`src/rtl/ahb_fifo_wr_packer.sv`:
```
// ahb_fifo_wr_packer
// AHB-Lite slave front-end on the write side of the bridge's async command
// FIFO. Each accepted transfer becomes one command word {rw, addr, data},
// pushed to the FIFO in the same cycle as its AHB data phase completes.
// Wait states are inserted while the FIFO reports full.
//
// Optional build macro: AHB_ERROR_RESP_EN
//   Defined  : transfers with hsize != word or haddr[1:0] != 0 get a
//              two-cycle ERROR response and are not pushed.
//   Undefined: no size/alignment check; hresp is tied to OKAY.
//
// Ports
//   wr_clk, wr_rst_n    write-domain clock, async active-low reset
//   hsel .. hready      AHB-Lite slave inputs
//   hreadyout, hresp    AHB slave response
//   hrdata              read data (always 0)
//   wr_en, wr_data      FIFO write port
//   full                FIFO full flag
//   stall_cnt           saturating count of full-induced wait states
module ahb_fifo_wr_packer #(
  parameter int DATA_WIDTH  = 41,
  parameter int ADDR_BITS   = 8,
  parameter int HDATA_WIDTH = 32,
  parameter int CNT_WIDTH   = 16
) (
  input  logic                   wr_clk,
  input  logic                   wr_rst_n,
  input  logic                   hsel,
  input  logic [31:0]            haddr,
  input  logic [1:0]             htrans,
  input  logic                   hwrite,
  input  logic [2:0]             hsize,
  input  logic [HDATA_WIDTH-1:0] hwdata,
  input  logic                   hready,
  output logic                   hreadyout,
  output logic                   hresp,
  output logic [HDATA_WIDTH-1:0] hrdata,
  output logic                   wr_en,
  output logic [DATA_WIDTH-1:0]  wr_data,
  input  logic                   full,
  output logic [CNT_WIDTH-1:0]   stall_cnt
);

  typedef enum logic [1:0] {IDLE, DATA, ERR1, ERR2} state_t;

  state_t                 state;
  logic                   hwrite_q;
  logic [ADDR_BITS-1:0]   haddr_q;
  logic                   accept;
  logic                   bad_xfer;
  state_t                 accept_state;

  assign accept = hsel & hready & htrans[1];

`ifdef AHB_ERROR_RESP_EN
  assign bad_xfer = (hsize != 3'b010) || (haddr[1:0] != 2'b00);
  assign hresp    = (state == ERR1) || (state == ERR2);
`else
  assign bad_xfer = 1'b0;
  assign hresp    = 1'b0;
`endif

  assign accept_state = bad_xfer ? ERR1 : DATA;

  // Upper address bits, the SEQ/NONSEQ distinction and (in the default
  // build) hsize carry no information for this slave.
  logic unused_inputs;
  assign unused_inputs = ^{haddr[31:ADDR_BITS], htrans[0], hsize};

  always_ff @(posedge wr_clk or negedge wr_rst_n) begin
    if (!wr_rst_n) begin
      state     <= IDLE;
      hwrite_q  <= 1'b0;
      haddr_q   <= '0;
      stall_cnt <= '0;
    end else begin
      unique case (state)
        IDLE, ERR2: begin
          if (accept) begin
            hwrite_q <= hwrite;
            haddr_q  <= haddr[ADDR_BITS-1:0];
            state    <= accept_state;
          end else begin
            state    <= IDLE;
          end
        end
        DATA: begin
          if (full) begin
            if (stall_cnt != '1)
              stall_cnt <= stall_cnt + CNT_WIDTH'(1);
          end else if (accept) begin
            // Push of the current word and capture of the next address
            // phase share this edge: one push per cycle back-to-back.
            hwrite_q <= hwrite;
            haddr_q  <= haddr[ADDR_BITS-1:0];
            state    <= accept_state;
          end else begin
            state    <= IDLE;
          end
        end
        ERR1:    state <= ERR2;
        default: state <= IDLE;
      endcase
    end
  end

  // Push and AHB completion coincide, so the FIFO write strobe is driven
  // combinationally from full rather than delayed a cycle.
  assign wr_en     = (state == DATA) && !full;
  assign wr_data   = wr_en ? DATA_WIDTH'({hwrite_q, haddr_q,
                                          hwrite_q ? hwdata : {HDATA_WIDTH{1'b0}}})
                           : '0;
  assign hreadyout = (state == DATA) ? !full : (state != ERR1);
  assign hrdata    = '0;

endmodule

```
`config.mk`:
```
export PLATFORM = sky130hd
export DESIGN_NAME = ahb_fifo_wr_packer
export DESIGN_NICKNAME = d
export VERILOG_FILES = /design/src/rtl/ahb_fifo_wr_packer.sv
export SDC_FILE = /design/constraint.sdc
export NUM_CORES = 1
export LEC_CHECK = 0
export BUFFER_PORTS_ARGS = -buffer_cell sky130_fd_sc_hd__clkbuf_2
export CORE_ASPECT_RATIO = 0.7
export CORE_MARGIN = 2
export CORE_UTILIZATION = 37
export DETAILED_ROUTE_END_ITERATION = 10
export PLACE_DENSITY = 0.91
export SETUP_SLACK_MARGIN = 0.5
export SYNTH_ARGS = -nofsm -noshare
export SYNTH_HDL_FRONTEND = slang
export SYNTH_SLANG_ARGS = --single-unit
```
`constraint.sdc`:
```
create_clock -name wr_clk -period 1.9 [get_ports wr_clk]
set_clock_uncertainty 0.05 [all_clocks]
set_input_delay 0.19 -clock wr_clk [delete_from_list [all_inputs] [get_ports wr_clk]]
set_output_delay 0.19 -clock wr_clk [all_outputs]
set_load 0.02 [all_outputs]
```
* Word-level counts from Yosys, hierarchy flattened
Cells that the tools add are included.
** Word-level totals
- Input port bits :: 75
- Register bits after elaboration :: 27
- Logic and storage cells :: 32
- Output and inout port bits :: 92
** Operators by class
- Add/subtract/negate cells :: 1
- Reduce and logical (&&, ||, !) cells :: 7
- Equality and inequality tests :: 6
- Multiplexer cells :: 12
- Bitwise operators :: 2
** Operator list (number)
- 41-bit 2-to-1 mux :: 1
- 32-bit 2-to-1 mux :: 1
- 16-bit by 1-bit adder with 16-bit output (second input constant) :: 1
- 8-bit 2-to-1 mux :: 2
- 16-bit inequality test (second input constant) :: 1
- 8-bit one-hot mux with 2 select lines :: 1
- 2-bit one-hot mux with 3 select lines :: 1
- 2-bit == test (second input constant) :: 2
- 1-bit 2-to-1 mux :: 4
- 2-bit inequality test (second input constant) :: 2
- 3-bit AND reduction :: 1
- 1-bit bitwise AND :: 2
- 2-bit by 1-bit == test with 1-bit output (second input constant) :: 1
- 2-bit logical NOT :: 1
- 2-bit 2-to-1 mux :: 1
- 1-bit one-hot mux with 2 select lines :: 1
- 2-bit AND reduction :: 1
- 2-bit nonzero test :: 1
- 2-bit OR reduction :: 1
- 1-bit logical AND :: 1
- 1-bit logical NOT :: 1

* Longest topological paths before layout
Gate-level depths: netlist of the first run.
- Word-level depth :: 5
- Depth in mapped cells :: 5
- Gate-level depth less buffers :: 5

* Worst setup path before layout of the first run
OpenSTA, ideal clock, no wires.
- Kind :: register to register
- Start :: register stall_cnt[0]
- End :: register stall_cnt[1]
- Period minus slack after synthesis :: 1712 ps
- Cell stages (with the launch flop) :: 6
- Slack :: 188 ps
- Arrival time :: 1537 ps
- Required time :: 1725 ps
- Buffers on the path :: 0
- Library setup time :: 125 ps
- Path through :: dfrtp_1 > ha_1 > nand4_2 > nor2_2 > a21oi_2 > mux2_2
** Between the ends
- Cells in the longest elaborated chain, start to end :: 2
- Elaborated cells on any way between the ends :: 3
- Those cells by class :: add/sub: 1; eq/ne: 1; reduce/logical: 1
** Ends and longest elaborated chain
- start: declaration :: line 41 : output logic [CNT_WIDTH-1:0] stall_cnt
- start signal: assignment :: line 90 : stall_cnt <= stall_cnt + CNT_WIDTH'(1);
- parallel branches: the longest is 2 deep, another holds 16-bit by 1-bit adder with 16-bit output
Parallel ways; which one is timed is not known.
A chain may end at the register's enable or synchronous reset.

* Worst setup path after layout of the first run
- Start :: register state[1]
- End :: output wr_data[20]
** Between the ends
- Cells in the longest elaborated chain, start to end :: 3
** Ends and longest elaborated chain
- start: declaration :: line 46 : state_t state;
- start signal: assignment :: line 82 : state <= accept_state;
- start signal: assignment :: line 96 : state <= accept_state;
- 2-bit by 1-bit == test with 1-bit output :: line 109 : assign wr_en = (state == DATA) && !full;
- 1-bit logical AND :: line 109
- 41-bit 2-to-1 mux :: line 110 : assign wr_data = wr_en ? DATA_WIDTH'({hwrite_q, haddr_q,
- end: declaration :: line 39 : output logic [DATA_WIDTH-1:0] wr_data,
Every way passes these cells.

==> results of run 1 <==
## per-layer routing
| metal | GRT usage [%] | routed length [um] |
|---|---|---|
| met1 | 22.2 | 2210 |
| met4 | 1.92 | 48 |
| met5 | 0 | 10 |
| met3 | 1.98 | 357 |
| met2 | 33.5 | 3120 |
## layout make-up
type                            count  area share (%)
Inverter                            1           0.114
Multi-Input combinational cell    147            36.6
Tap cell                           69            2.63
Clock buffer                        4            1.37
Sequential cell                    27            21.2
Timing Repair Buffer              141            38.1
## flip-flops by register name (all words and copies together), names as in the netlist
signal / flops
stall_cnt: 16
state: 2
haddr_q: 8
hwrite_q: 1
## through the flow
step	setup WS (ns)	utilization (%)
2_1_floorplan	0.363	-
3_3_place_gp	0.292	50.4
3_5_place_dp	0.266	50.4
4_1_cts	0.138	63.5
5_1_grt	0.0297	69.0
6_report	0.117	69.0
## critical path: cells and delay by family (launching register included)
family,cells,cell delay (ns)
flops,1,0.43
buf+inv,3,0.42
simple gates,2,0.41
## power by group through the flow
stage | Sequential [mW] | Combinational, mW | Clock, mW
2_1_floorplan | 0.833 | 0.360 | 0
3_3_place_gp | 0.813 | 0.489 | 0
3_5_place_dp | 0.824 | 0.504 | 0
4_1_cts | 0.807 | 0.648 | 0.330
5_1_grt | 0.830 | 0.755 | 0.362
6_report | 0.814 | 0.712 | 0.335
## cells by family (layout without fill, tap and decap cells)
logic type | count (synthesis) | after routing | share of synthesized area [%]
simple gates | 78 | 78 | 27.9
buf+inv | 42 | 146 | 15.9
flops | 27 | 27 | 37.1
mux | 13 | 13 | 8.03
compound gates | 11 | 11 | 5.01
xor+xnor | 11 | 11 | 5.28
fa+ha+maj | 1 | 1 | 0.686
other cells | 1 | 33 | 0.206
## worst max path at each step
stage,start,to,depth (start not counted)
after floorplan,stall_cnt[0],stall_cnt[1],5
after global placement,state[1],haddr_q[4],3
after detailed placement,state[1],haddr_q[3],3
after CTS,state[1],wr_data[2],5
after global routing,state[1],wr_data[0],5
final,state[1],wr_data[20],5
## cell usage in the layout, fill, tap and decap left out, types with 5 or more instances in the layout
cell       n
nand3_1    7
dfrtp_1   12
buf_8      6
and2_4     8
nand4_1    5
dfrtp_2   15
conb_1    33
nand2_1    6
clkbuf_8  24
buf_6     23
buf_4     21
and3_2    29
xnor2_1    6
clkbuf_2  62
mux2_2    12
## repair_timing
| item | CTS | global route |
|---|---|---|
| setup buffers | 19 | 10 |
| endpoints found under the hold margin | 27 | 0 |
| pin swaps | 14 | 19 |
| hold buffers | 1 | 0 |
| resized for setup | 92 | 51 |
| endpoints found under the setup margin | 68 | 68 |
| cloned | 1 | 3 |
==> key figures, run 1 <==
Run status
  – Status: completed

Routing
  – Vias per cell: 4.78
  – DR vias: 1858
  – TritonRoute pass-1 iters: 4
  – DRT antenna net count: 0
  – # DRC: 0
  – Drt total wl: 5.74 mm
  – DR iter-0 viols: 34
  – Wire per inst: 14.8 um

Worst setup path
  – CP cell instances: nor3b_4 > buf_4 > buf_12 > and3_2 > clkbuf_8
  – Setup Crit Path Kind: reg -> out
  – Register-to-Register Path Depth: 4
  – Worst setup EP type: output pin
  – R2R setup slack: 0.24 ns
  – CP peak stage delay: 0.43 ns
  – Crit path arrival time: 1.54 ns
  – Critical Path RT: 1.66 ns
  – R2R Path End: stall_cnt[15]
  – Slowest CP cell: dfrtp_1
  – CP max FO: 21
  – Startpoint Class: flop
  – Launching point of the worst reg2reg path: stall_cnt[2]

Timing
  – RSZ-0062 raised after global routing: true
  – Worst rel slew slack: 54.9%
  – Final Hold Viols: 0
  – Fin crit share: 93.8%
  – Max Slew Vio Count: 0
  – Worst hold margin: 0.0940 ns
  – Setup TNS: 0 ns
  – Setup-failing EPs final: 0
  – Fmax: 561 MHz
  – Final worst path period need: 1.78 ns
  – Worst-Margin Slew: 0.677 ns

Power
  – Net Sw Frac: 37.7%
  – Logic gate share of total power: 38.2%
  – Clock Power Share: 18.0%
  – Peak supply drop: 0.806 mV
  – Static leakage: 1.70 nW
  – Tot Pwr: 1.86 mW
  – Switching pwr: 0.702 mW
  – Pwr/cell area: 568 mW/mm^2
  – Internal power: 1.16 mW
  – Sequential power share: 43.7%

Place
  – Dpl cells: 351
  – Area after DPL: 0.00239 mm^2
  – DP HPWL: 3.40 mm
  – GP Congestion: 0.867
  – IO buf count: 105

Logic synthesis
  – EDFF count, synth: 0
  – Post-synth cell types: 36
  – Syn. warnings: 0
  – Mapped cell area: 0.00182 mm^2
  – Share of flip-flops with an asynchronous set or reset: 100%
  – Synth Instances: 184
  – Seq cells post-synth: 27
  – Yosys top cell by area: dfrtp_1
  – Most instantiated cells after synthesis: and3_1, buf_4, dfrtp_1, mux2_2, and2_1
  – Dominant synthesized flop cell: dfrtp_1
  – Syn Area/Cell: 9.91 um^2
  – Sequential fraction of the synthesis area: 37.1%
  – Top cells by area, synth: dfrtp_1, buf_4, and3_1
  – Synth top area share: 37.1%

Floorplanning
  – Core Area: 0.00476 mm^2
  – Die width: 87.9 um
  – Die Ht: 62.7 um
  – DIE AREA: 0.00551 mm^2
  – Starting density of the core: 38.3%
  – # IOs: 167
  – # rows: 21

Global route
  – First-pass GRT wire length: 8.01 mm
  – Largest net degree at the start of global routing: 35
  – Vias in the first global route: 1722
  – GRT Overall Usage: 17.8%
  – Initial antenna violation count: 1
  – Global route total overflow: 0

Final layout
  – Ratio of cells with drive above 1 in the final layout: 74.7%
  – Multi-input gate area: 0.00120 mm^2
  – Antenna Cells: 0
  – Fill cell count: 349
  – Finished Layout Cells: 389
  – NumNets Final: 397
  – Area grow syn2layout: 79.9%
  – Post-route cell area: 0.00328 mm^2
  – Storage cell area: 694 um^2

Clocking
  – Max clock buf depth: 2
  – H-Tree Depth: 1
  – Worst skew pair latency: 0.27 ns
  – Clk root buf: clkbuf_8
  – CTS Buf Count: 3
  – CTS tree: yes
  – # clock sinks: 27
  – CTS clk-pin slew, worst paths: 0.10 ns

Hold path
  – Worst min path class: in -> reg
  – Hold Path End: haddr_q[2]
  – Hold Crit Depth: 2
  – Hold path start: haddr[2]

Run
  – Number of max-cap violations: 0
No activity file was read; power rests on OpenSTA's default activity.
==> run 2: changes to the inputs <==
CELL_PAD_IN_SITES_DETAIL_PLACEMENT = 1   (was default)
CELL_PAD_IN_SITES_GLOBAL_PLACEMENT = 1   (was default)
CORE_UTILIZATION = 25   (was 37)
CTS_BUF_LIST = sky130_fd_sc_hd__clkbuf_16   (was default)
==> run 2 against run 1 <==
Cell count grew 8.2%. Hold slack gained 0.018 ns. First-iteration DRC count grew 97%. Sequential share of layout area grew 0.20 points. Design area shrank 0.76%. Utilization shrank 24 points. Power grew 13%. Combinational power grew 17%. Critical endpoint is now wr_data[26]. Largest power group is now combinational cells.
==> key figures, run 2 (synthesized netlist as in run 1, its figures left out) <==
Final layout
  – Ratio of cells with drive above 1 in the final layout: 72.1% (-2.6 points)
  – NumNets Final: 400 (+0.76%)
  – Register with the most flip-flops: stall_cnt
  – Storage cell area: 696 um^2 (+0.18%)
  – Largest regs: stall_cnt: 16 flops, haddr_q: 8 flops, state: 2 flops
  – Max reg flops: 16 (unchanged)
  – Multi-input gate area: 0.00119 mm^2 (-1.1%)
  – Commonest non-fill, non-tap cell in the layout: clkbuf_2
  – Antenna Cells: 0 (unchanged)
  – Area grow syn2layout: 78.5%
  – Fill cell count: 805 (+130%)
  – Finished Layout Cells: 421 (+8.2%)
  – Most frequent cells in the layout: clkbuf_2, buf_6, conb_1, buf_4, and3_2

Power
  – Pwr/cell area: 645 mW/mm^2 (+14%)
  – Static leakage: 1.68 nW (-1.2%)
  – Peak supply drop: 0.535 mV (-34%)

Floorplanning
  – Starting density of the core: 25.4% (-13 points)
  – Die Ht: 75.4 um (+20%)
  – Die width: 106 um (+21%)
  – DIE AREA: 0.00800 mm^2 (+45%)
  – Core Area: 0.00719 mm^2 (+51%)
  – # IOs: 167 (unchanged)
  – # rows: 26 (+24%)

Timing
  – Worst hold margin: 0.112 ns (+0.0182 ns)
  – Fin crit share: 93.0% (-0.79 points)
  – Fmax: 566 MHz (+0.85%)
  – Max Slew Vio Count: 0 (unchanged)
  – Final Hold Viols: 0 (unchanged)
  – Setup-failing EPs final: 0 (unchanged)
  – Worst-Margin Slew: 0.715 ns (+0.0385 ns)
  – Worst rel slew slack: 52.3% (-2.6 points)
  – Final worst path period need: 1.77 ns (-0.0150 ns)
  – RSZ-0062 raised after global routing: true
  – Setup TNS: 0 ns (unchanged)

Clocking
  – Clk root buf: clkbuf_16
  – CTS Buf Count: 3 (unchanged)
  – Max clock buf depth: 2 (unchanged)
  – # clock sinks: 27 (unchanged)
  – CTS clk-pin slew, worst paths: 0.07 ns (-0.03 ns)
  – CTS tree: yes
  – H-Tree Depth: 1 (unchanged)
  – Worst skew pair latency: 0.27 ns (about the same)

Worst setup path
  – Worst Setup SP: state[1]
  – Critical Path RT: 1.66 ns (about the same)
  – Startpoint Class: flop
  – Register-to-Register Path Depth: 4 (unchanged)
  – CP max FO: 10 (-52%)
  – R2R Path End: stall_cnt[11]
  – Launching point of the worst reg2reg path: stall_cnt[4]
  – CP Capture Point: wr_data[26]
  – Worst setup EP type: output pin
  – Crit path arrival time: 1.53 ns (about the same)
  – Setup Crit Path Kind: reg -> out
  – R2R setup slack: 0.14 ns (-0.10 ns)

Routing
  – DRT antenna net count: 0 (unchanged)
  – Wire per inst: 16.8 um (+14%)
  – DR vias: 1863 (+0.27%)
  – TritonRoute pass-1 iters: 4 (unchanged)
  – Drt total wl: 7.09 mm (+24%)
  – # DRC: 0 (unchanged)
  – DR iter-0 viols: 67 (+97%)
  – Vias per cell: 4.43 (-7.4%)

Hold path
  – Worst min path class: in -> reg

Place
  – DP HPWL: 4.20 mm (+24%)
  – GP Congestion: 0.804 (-7.3%)
  – Dpl cells: 380 (+8.3%)
  – IO buf count: 105 (unchanged)

Run status
  – Status: completed

Global route
  – Global route total overflow: 0 (unchanged)
  – Initial antenna violation count: 0 (-1)
  – Largest net degree at the start of global routing: 43 (+23%)
  – GRT Overall Usage: 13.5% (-4.3 points)
  – Vias in the first global route: 1692 (-1.7%)
  – First-pass GRT wire length: 8.43 mm (+5.3%)

Run
  – Number of max-cap violations: 0 (unchanged)
run 2: cell count changes in the layout (fill, tap and decap cells not counted), sizes merged:
cell,previous run,this run
inv,1,2
clkbuf,91,67
buf,53,79
run 2: what timing repair did:
action	4_1_cts	5_1_grt
buffers inserted	26	6
pin swaps	20	10
gates cloned	0	4
endpoints found under the setup margin	68	68
hold buffers	1	0
hold endpoints to repair	27	0
gates resized for setup	27	128
run 2: worst min-delay path by stage:
stage,from,to,slack [ns],cells past startpoint
after global routing,haddr[2],haddr_q[2],0.11,2
after CTS,hwrite,hwrite_q,0.11,2
after detailed placement,wr_rst_n,stall_cnt[11],0.23,1
after floorplan,wr_rst_n,haddr_q[0],-0.16,0
after global placement,wr_rst_n,stall_cnt[11],0.21,1
final,haddr[7],haddr_q[7],0.11,2
run 2: through the flow:
| step | total power, mW | util (%) | cell area (um^2) | setup slack [ns] |
|---|---|---|---|---|
| final | 2.10 | 45.3 | 3250 | 0.132 |
| after CTS | 1.97 | 39.7 | 2860 | 0.154 |
| after floorplan | 1.19 | - | 2050 | 0.363 |
| after global placement | 1.31 | 33.8 | 2430 | 0.262 |
| after global routing | 2.20 | 45.3 | 3250 | 0.0741 |
| after detailed placement | 1.34 | 33.8 | 2430 | 0.210 |
run 2: layer usage:
metal / vias up / track usage, % / share of wire, %
li1: 858 / - / -
met1: 926 / 15.1 / 37
met2: 72 / 26.0 / 56
met3: 7 / 2.74 / 6.1
met4: 0 / 5.12 / 1.2
met5: - / 0 / 0
run 2: layout make-up:
class	count	share of cell area, %
well taps	98	3.77
flip-flops and latches	27	21.4
clock buffers	3	2.31
multi-input cells	147	36.5
clock inverters	1	0.115
repair buffers	144	35.8
inverters	1	0.115
run 2: power by group:
group / switching, mW / internal (mW)
Sequential: 0.110 / 0.671
Clock: 0.203 / 0.282
Combinational: 0.442 / 0.390
Total: 0.755 / 1.34
run 2: worst max-delay path, stage by stage, from the launching register on:
cell and delay (ns):
dfrtp_2 0.44, nor3b_4 0.20, buf_6 0.16, clkbuf_16 0.15
and3_2 0.19, buf_6 0.12
